### config.mk
export PLATFORM = sky130hd
export DESIGN_NAME = pwm_capture
export DESIGN_NICKNAME = d
export VERILOG_FILES = /design/src/rtl/pwm_capture.sv
export SDC_FILE = /design/constraint.sdc
export NUM_CORES = 1
export LEC_CHECK = 0
export ABC_CLOCK_PERIOD_IN_PS = 4700
export CAP_MARGIN = 20
export CORE_AREA = 2 2 110 112
export DETAILED_ROUTE_END_ITERATION = 8
export DIE_AREA = 0 0 112 114
export PLACE_DENSITY = 0.73
export SKIP_CTS_REPAIR_TIMING = 1
export SLEW_MARGIN = 20
export SYNTH_ARGS = -nofsm -noshare
export SYNTH_HDL_FRONTEND = slang
export SYNTH_SLANG_ARGS = --single-unit
### constraint.sdc
create_clock -name clk -period 4.7 [get_ports clk]
set_input_delay 0.47 -clock clk [delete_from_list [all_inputs] [get_ports clk]]
set_output_delay 0.47 -clock clk [all_outputs]
set_load 0.01 [all_outputs]
### src/rtl/pwm_capture.sv
// -----------------------------------------------------------------------------
// pwm_capture
//   Measuring end of a PWM link. Samples an asynchronous PWM input and reports
//   the high time and the period of every complete period in clk cycles. A
//   stuck (DC) input is detected by a timeout.
//
//   Optional duty-fraction divider: define PWM_CAPTURE_DUTY_EN to build it.
//   Without the macro duty_out and duty_valid are tied to 0.
//
// Parameters
//   CNT_W    width of the cycle counter and the measurement outputs
//   TIMEOUT  cycles without an edge before the input is declared DC
//            (must be < 2**CNT_W - 1)
//   DUTY_W   width of the duty result
//
// Ports
//   clk         system clock
//   rst         asynchronous active-high reset
//   pwm_in      asynchronous PWM input
//   high_out    high time of the last complete period (cycles)
//   period_out  length of the last complete period (cycles)
//   meas_valid  one-cycle pulse when high_out/period_out update
//   timeout     one-cycle pulse when a DC condition is declared
//   dc_level    synchronized input level latched at timeout
//   duty_out    floor(high_out * 2**DUTY_W / period_out)
//   duty_valid  one-cycle pulse when duty_out updates
// -----------------------------------------------------------------------------
module pwm_capture #(
   parameter int unsigned CNT_W   = 32,
   parameter int unsigned TIMEOUT = 1000000,
   parameter int unsigned DUTY_W  = 8
) (
   input  logic              clk,
   input  logic              rst,
   input  logic              pwm_in,
   output logic [CNT_W-1:0]  high_out,
   output logic [CNT_W-1:0]  period_out,
   output logic              meas_valid,
   output logic              timeout,
   output logic              dc_level,
   output logic [DUTY_W-1:0] duty_out,
   output logic              duty_valid
);

   typedef enum logic [1:0] {ARM, HIGH, LOW} state_t;

   localparam logic [CNT_W-1:0] TIMEOUT_CNT = CNT_W'(TIMEOUT);
   localparam logic [CNT_W-1:0] ONE         = CNT_W'(1);

   // ---------------------------------------------------------------------
   // Input conditioning: two-stage synchronizer plus one delay stage. Both
   // edges see the same latency, so high time and period are unbiased.
   // ---------------------------------------------------------------------
   logic       sync1_reg;
   logic       s_reg;
   logic       s_d_reg;
   logic [1:0] fill_reg;   // counts clocks since reset until s_d is real data
   logic       rise;
   logic       fall;
   logic       primed;

   always_ff @(posedge clk or posedge rst) begin
      if (rst) begin
         sync1_reg <= 1'b0;
         s_reg     <= 1'b0;
         s_d_reg   <= 1'b0;
         fill_reg  <= 2'd0;
      end else begin
         sync1_reg <= pwm_in;
         s_reg     <= sync1_reg;
         s_d_reg   <= s_reg;
         if (fill_reg != 2'd3)
            fill_reg <= fill_reg + 2'd1;
      end
   end

   assign rise   = s_reg & ~s_d_reg;
   assign fall   = ~s_reg & s_d_reg;
   // A rise right after reset may only be the pipeline filling from its zero
   // reset value while pwm_in is already high; arming on it would report a
   // partial period, so ARM ignores rises until the pipeline holds real data.
   assign primed = (fill_reg == 2'd3);

   // ---------------------------------------------------------------------
   // Measurement state machine
   // ---------------------------------------------------------------------
   state_t           state_reg, state_next;
   logic [CNT_W-1:0] cnt_reg, cnt_next;
   logic [CNT_W-1:0] h_reg, h_next;
   logic [CNT_W-1:0] high_next, period_next;
   logic             meas_valid_next, timeout_next, dc_level_next;

   always_ff @(posedge clk or posedge rst) begin
      if (rst) begin
         state_reg  <= ARM;
         cnt_reg    <= '0;
         h_reg      <= '0;
         high_out   <= '0;
         period_out <= '0;
         meas_valid <= 1'b0;
         timeout    <= 1'b0;
         dc_level   <= 1'b0;
      end else begin
         state_reg  <= state_next;
         cnt_reg    <= cnt_next;
         h_reg      <= h_next;
         high_out   <= high_next;
         period_out <= period_next;
         meas_valid <= meas_valid_next;
         timeout    <= timeout_next;
         dc_level   <= dc_level_next;
      end
   end

   always_comb begin
      state_next      = state_reg;
      cnt_next        = cnt_reg;
      h_next          = h_reg;
      high_next       = high_out;
      period_next     = period_out;
      meas_valid_next = 1'b0;
      timeout_next    = 1'b0;
      dc_level_next   = dc_level;

      case (state_reg)
         ARM: begin
            cnt_next = '0;
            if (rise && primed) begin
               cnt_next   = ONE;
               state_next = HIGH;
            end
         end
         HIGH: begin
            if (fall) begin
               h_next     = cnt_reg;
               cnt_next   = cnt_reg + ONE;
               state_next = LOW;
            end else if (cnt_reg == TIMEOUT_CNT && !rise) begin
               timeout_next  = 1'b1;
               dc_level_next = s_reg;
               high_next     = '0;
               period_next   = '0;
               cnt_next      = '0;
               state_next    = ARM;
            end else begin
               cnt_next = cnt_reg + ONE;
            end
         end
         LOW: begin
            if (rise) begin
               high_next       = h_reg;
               period_next     = cnt_reg;
               meas_valid_next = 1'b1;
               cnt_next        = ONE;
               state_next      = HIGH;
            end else if (cnt_reg == TIMEOUT_CNT && !fall) begin
               timeout_next  = 1'b1;
               dc_level_next = s_reg;
               high_next     = '0;
               period_next   = '0;
               cnt_next      = '0;
               state_next    = ARM;
            end else begin
               cnt_next = cnt_reg + ONE;
            end
         end
         default: begin
            cnt_next   = '0;
            state_next = ARM;
         end
      endcase
   end

`ifdef PWM_CAPTURE_DUTY_EN
   // ---------------------------------------------------------------------
   // Restoring serial divider: one quotient bit per cycle. Operands are the
   // registered high_out/period_out, which stay put until the next
   // meas_valid or timeout, and both of those abort the division anyway.
   // ---------------------------------------------------------------------
   localparam int unsigned BC_W = $clog2(DUTY_W + 1);
   localparam logic [BC_W-1:0] LAST_BIT = BC_W'(DUTY_W - 1);

   logic              div_busy_reg;
   logic [CNT_W:0]    rem_reg;       // one spare bit for the doubled remainder
   logic [DUTY_W-1:0] quo_reg;
   logic [BC_W-1:0]   bit_cnt_reg;
   logic [CNT_W:0]    rem_sh;
   logic [CNT_W:0]    rem_diff;
   logic              rem_ge;
   logic [DUTY_W-1:0] quo_step;

   assign rem_sh   = rem_reg << 1;
   assign rem_diff = rem_sh - {1'b0, period_out};
   assign rem_ge   = (rem_sh >= {1'b0, period_out});
   assign quo_step = (quo_reg << 1) | DUTY_W'(rem_ge);

   always_ff @(posedge clk or posedge rst) begin
      if (rst) begin
         div_busy_reg <= 1'b0;
         rem_reg      <= '0;
         quo_reg      <= '0;
         bit_cnt_reg  <= '0;
         duty_out     <= '0;
         duty_valid   <= 1'b0;
      end else begin
         duty_valid <= 1'b0;
         if (timeout_next) begin
            // Published together with the timeout pulse.
            div_busy_reg <= 1'b0;
            duty_out     <= {DUTY_W{dc_level_next}};
            duty_valid   <= 1'b1;
         end else if (meas_valid) begin
            // New operands restart the division; a stale result never leaves.
            div_busy_reg <= 1'b1;
            rem_reg      <= {1'b0, high_out};
            quo_reg      <= '0;
            bit_cnt_reg  <= '0;
         end else if (div_busy_reg) begin
            rem_reg     <= rem_ge ? rem_diff : rem_sh;
            quo_reg     <= quo_step;
            bit_cnt_reg <= bit_cnt_reg + 1'b1;
            if (bit_cnt_reg == LAST_BIT) begin
               div_busy_reg <= 1'b0;
               duty_out     <= quo_step;
               duty_valid   <= 1'b1;
            end
         end
      end
   end
`else
   assign duty_out   = '0;
   assign duty_valid = 1'b0;
`endif

endmodule

==> impl_metrics.tcl <==
set metrics [dict create \
    gp_congestion 0.8965 \
    multiInputGateArea_um2 2001 \
    finClkSkew_ps 5.503 \
    cp_data_required_time_ps 5010 \
    endpoint_kind "flip-flop" \
    grt_pass1_vias 3824 \
    hp-class "flip-flop to flip-flop" \
    path_clk_slew_ps 60 \
    drive_gt1_share_pct 13.22 \
    min_to "s_reg" \
    critPathKind "flip-flop to flip-flop" \
    antenna_left 0 \
    report.final.hold_viol_count 0 \
    period_share_pct 53.96 \
    netlist_instances 449 \
    grt_max_degree 107 \
    power_mw 2.975 \
    crit_fanout 64 \
    core-area_um2 11710 \
    drc 0 \
    synth.avg_cell_area_um2 12.65 \
    peakVddDrop_v 0.0002501 \
    num_vias 3769 \
    cts-buffers-inserted 17 \
    drt-initial-drc-count 263 \
    syn2layout_area_growth_pct 23.13 \
    tightest_slew_ps 909.6 \
    ff2ff_setup_slack_ps 2160 \
    clk_path_buf_depth 2 \
    hpwl_mm 7.454 \
    rr_startpoint "cnt_reg[12]" \
    h-tree-depth 4 \
    seqCellArea_um2 3453 \
    finalSetupTns_ps 0 \
    grt_overflow 0 \
    via_per_inst 5.634 \
    critical_path.reg2reg.endpoint "high_out[8]" \
    clock_sinks 138 \
    drv_cap 0 \
    synthFlopType "dfrtp_1" \
    final_cell_area_um2 6993 \
    start_util_pct 48.49 \
    clkLatencyLatePin_ps 420 \
    p_per_area_nw_per_um2 425.4 \
    finalSetupViolCount 0 \
    grt_pass1_wl_mm 19.60 \
    synthTopCellsByArea "dfrtp_1 (61%), a22o_1 (9.9%), mux2_2 (5.8%)" \
    drv_slew 0 \
    post-route-util_pct 59.71 \
    synth_top_area_share_pct 60.81 \
    layout_common_cells "dfrtp_1 (138), clkdlybuf4s50_1 (69), a22o_1 (64)" \
    place_area_um2 6390 \
    root_buffer "clkbuf_16" \
    seq_area_frac_synth_pct 60.81 \
    die_y_um 114 \
    min_period_ps 2536 \
    sw_frac_of_total_pct 27.81 \
    outcome "complete, no violations" \
    ff2ff_path_depth 5 \
    hold_start "sync1_reg" \
    p_int_mw 2.148 \
    final_cells 669 \
    synthArstFlopShare_pct 100.0 \
    max_freq_mhz 394.3 \
    grtUsageTotal_pct 19.61 \
    slew_headroom_pct 39.36 \
    power_switching_mw 0.8273 \
    die_w_um 112 \
    fp-row-count 40 \
    holdPathStages 0 \
    wl_mm 11.69 \
    fin_nets 519 \
    io_buffers 69 \
    synth-seq-cells 138 \
    synth.distinct_cells 36 \
    fillerInstances 943 \
    worstPathArrival_ps 2840 \
    die-area_um2 12770 \
    rsz0062_at_grt "false" \
    syn_area_um2 5679 \
    synth_edf_count 0 \
    pwr-share-clk_pct 44.2 \
    synth_top_cell_by_area "dfrtp_1" \
    placed_cells 637 \
    p_comb_share_pct 13.2 \
    seqPwrFrac_pct 42.6 \
    wl_per_cell_um 17.48 \
    dr.pass1.iters 5 \
    antenna_found_initial 0 \
    cp-start-kind "flip-flop" \
    ys_warn_count 0 \
    p_leak_nw 3.199 \
    cts_tree "yes" \
    ios 79 \
    mostFrequentLayoutCell "dfrtp_1" \
    diodes 0 \
]
[synth_stat cells (4+ instances only)]
| library cell | number |
|---|---|
| dfrtp_1 | 138 |
| a22o_1 | 64 |
| nor2_1 | 33 |
| mux2_2 | 29 |
| xor2_1 | 22 |
| clkbuf_1 | 19 |
| nand2_1 | 15 |
| nand3_1 | 15 |
| nand4_1 | 13 |
| o21ai_0 | 12 |
| and4_1 | 9 |
| buf_4 | 9 |
| inv_1 | 9 |
| buf_6 | 7 |
| ha_1 | 7 |
| xnor2_1 | 7 |
| nor3_1 | 5 |
| and3_1 | 4 |
| buf_2 | 4 |
| nor4_1 | 4 |
[worst max-delay path, cell delays in order (launching register included)]
cell and delay (ps):
dfrtp_1 480, nor4b_1 400, and4_1 270, nand4_1 260, a211o_4 650, a22o_1 300
[metrics by stage]
| step | setup WS (ps) | hold WS, ps |
|---|---|---|
| 4_1_cts | 2025 | 365.1 |
| 3_5_place_dp | 2036 | 351.0 |
| 3_3_place_gp | 2140 | 336.5 |
| 2_1_floorplan | 533.8 | 331.2 |
| 6_report | 2164 | 360.0 |
| 5_1_grt | 2042 | 364.5 |
[power groups by stage]
stage                     clock [mW]  sequential, mW  combinational [mW]
final                           1.32            1.27               0.391
after CTS                       1.35            1.27               0.395
after detailed placement           0            1.29               0.393
after global routing            1.40            1.27               0.436
after floorplan                    0            1.28               0.295
after global placement             0            1.29               0.383
[how the worst max path moves through the flow]
stage           startpoint             end  slack (ps)  cells after the start
2_1_floorplan          rst      cnt_reg[0]         530                      1
3_3_place_gp   cnt_reg[12]  period_out[31]        2140                      5
3_5_place_dp   cnt_reg[12]     high_out[8]        2040                      5
4_1_cts        cnt_reg[12]     high_out[8]        2030                      5
5_1_grt        cnt_reg[12]    high_out[16]        2040                      5
6_report       cnt_reg[12]     high_out[8]        2160                      5
[routing by layer]
metal / up-vias / GRT usage (%) / wire length, um
met5: - / 0 / 0
met4: 0 / 9.268 / 263
met3: 22 / 5.048 / 535
met2: 106 / 29.66 / 5536
met1: 1911 / 26.85 / 5357
li1: 1730 / - / -
[area by class of cell]
type / count / share of cell area [%]
inverters: 9 / 0.5547
well taps: 147 / 2.630
clock inverters: 15 / 2.433
clock buffers: 17 / 6.083
multi-input cells: 270 / 28.61
repair buffers: 73 / 10.31
flip-flops and latches: 138 / 49.38
[cells by family after synthesis]
group	share of synthesized area [%]
buf+inv	4.847
xor+xnor	4.472
mux	5.750
fa+ha+maj	1.542
compound gates	12.10
flops	60.81
other cells	0.06603
simple gates	10.42
No activity file was read; power rests on OpenSTA's default activity.
==> variant, RTL diff (config.mk and constraints unchanged) <==
The parameter `DUTY_W` goes from 8 to 6.
--- a/src/rtl/pwm_capture.sv
+++ b/src/rtl/pwm_capture.sv
@@ -30,3 +30,3 @@
    parameter int unsigned TIMEOUT = 1000000,
-   parameter int unsigned DUTY_W  = 8
+   parameter int unsigned DUTY_W  = 6
 ) (
Ports: changed (resized duty_out); port bits go from 79 to 77. No check against the original RTL was run, so the function may have changed too.
==> variant against the unedited design <==
Worst hold slack worse by 14 ps. Sequential share of layout area about the same. Power fell by 0.61%. Sequential power hardly changed. Clock skew increased by 5.5 ps. Critical path depth did not move. Wire length shrank 0.98%. Worst setup slack improved by 86 ps. Synthesized area fell by 0.26%. Cell area barely moved. Non-clock buffer count up 1. Via count is 0.37% lower. Sequential cell count unchanged.
==> variant: results (changes against the unedited design) <==
[metrics] first-pass GRT wire length: 19.5 mm (-0.42%)
[metrics] Layout Nets: 518 (-0.19%)
[metrics] clock skew: 11.0 ps (+5.53 ps)
[metrics] Multi-In Gates: 268 (-0.74%)
[metrics] worst relative slew slack: 53.5% (+14 points)
[metrics] top post-synthesis cells by area: dfrtp_1 (61%), a22o_1 (9.9%), mux2_2 (5.8%)
[metrics] area share of xor/xnor cells in the synthesized design: 4.48% (+0.012 points)
[metrics] maximum vdd ir drop: 0.258 mV (+3.0%)
[metrics] number of vias per cell after detailed routing: 5.62 (-0.22%)
[metrics] HP Class: in2async
[metrics] proportion of synthesized chip area in sequential cells: 61.0% (+0.16 points)
[metrics] leakage power of the design: 3.20 nW (about the same)
[metrics] 1st-pass router iterations: 4 (-1)
[metrics] startpoint of the most critical setup path: cnt_reg[24]
[metrics] wire length per cell: 17.3 µm (-0.83%)
[metrics] combined global-route utilization of all metal layers: 19.3% (-0.27 points)
[metrics] status: completed
[metrics] Final Wtd Congestion: 0.872 (-2.7%)
[metrics] pin count of the biggest net entering global routing: 113 (+5.6%)
[metrics] post-detail-place hpwl: 7.08 mm (-5.1%)
[metrics] fraction of final layout cells with drive strength greater than 1: 13.2% (+0.025 points)
[metrics] area of the multi-input gates: 1990 µm² (-0.38%)
[metrics] number of global-route vias before repair: 3770 (-1.4%)
[metrics] Post-Synth Adder-Cell Area: 1.55% (+0.0041 points)
[metrics] 1st-iter DRT viols: 219 (-17%)
[metrics] flop2flop setup slack: 2250 ps (+90 ps)
[metrics] net switching share of the total power: 26.8% (-1.0 points)
## variant: cell types whose count changed in the layout (fill, tap and decap cells not counted), sizes merged
cell / delta
clkbuf: +3
clkinvlp: +1
inv: -3
conb: -2
buf: +1
clkinv: -1
## variant: power by group through the flow
stage / clock network, mW / logic, mW / registers, mW
after global placement: 0 / 0.383 / 1.29
after detailed placement: 0 / 0.388 / 1.29
final: 1.30 / 0.395 / 1.27
after CTS: 1.31 / 0.394 / 1.27
after floorplan: 0 / 0.293 / 1.28
after global routing: 1.37 / 0.439 / 1.27
## variant: routing by layer
metal / up-vias / wire length (µm) / GRT usage, %
li1: 1725 / - / -
met1: 1929 / 5360 / 26.5
met2: 86 / 5530 / 29.3
met3: 15 / 526 / 6.38
met4: 0 / 159 / 6.75
met5: - / 0 / 0
## variant: metrics by stage
| stage | hold WS, ps | cells | cell area (µm²) | power [mW] | setup slack (ps) |
|---|---|---|---|---|---|
| 6_report | 346 | 668 | 7000 | 2.96 | 2250 |
| 4_1_cts | 349 | 667 | 6960 | 2.98 | 2090 |
| 2_1_floorplan | 331 | 453 | 5690 | 1.58 | 534 |
| 3_5_place_dp | 336 | 635 | 6380 | 1.67 | 2120 |
| 3_3_place_gp | 334 | 635 | 6380 | 1.67 | 2130 |
| 5_1_grt | 343 | 668 | 7000 | 3.09 | 2110 |
## variant: cell families (layout without fill, tap and decap cells)
kind of cell | after synthesis | count (layout)
AO/OA/AOI/OAI | 85 | 85
buffers and inverters | 47 | 115
AND/OR/NAND/NOR | 111 | 111
multiplexers | 29 | 29
other | 1 | 7
adder cells (fa/ha/maj) | 7 | 7
flip-flops | 138 | 138
XOR/XNOR | 29 | 29
## variant: critical path: cells and delay by family, from the launching register on
family	cells	cell delay [ps]
AOI/OAI and AO/OA	2	950
and+or+nand+nor	3	840
DFF	1	480
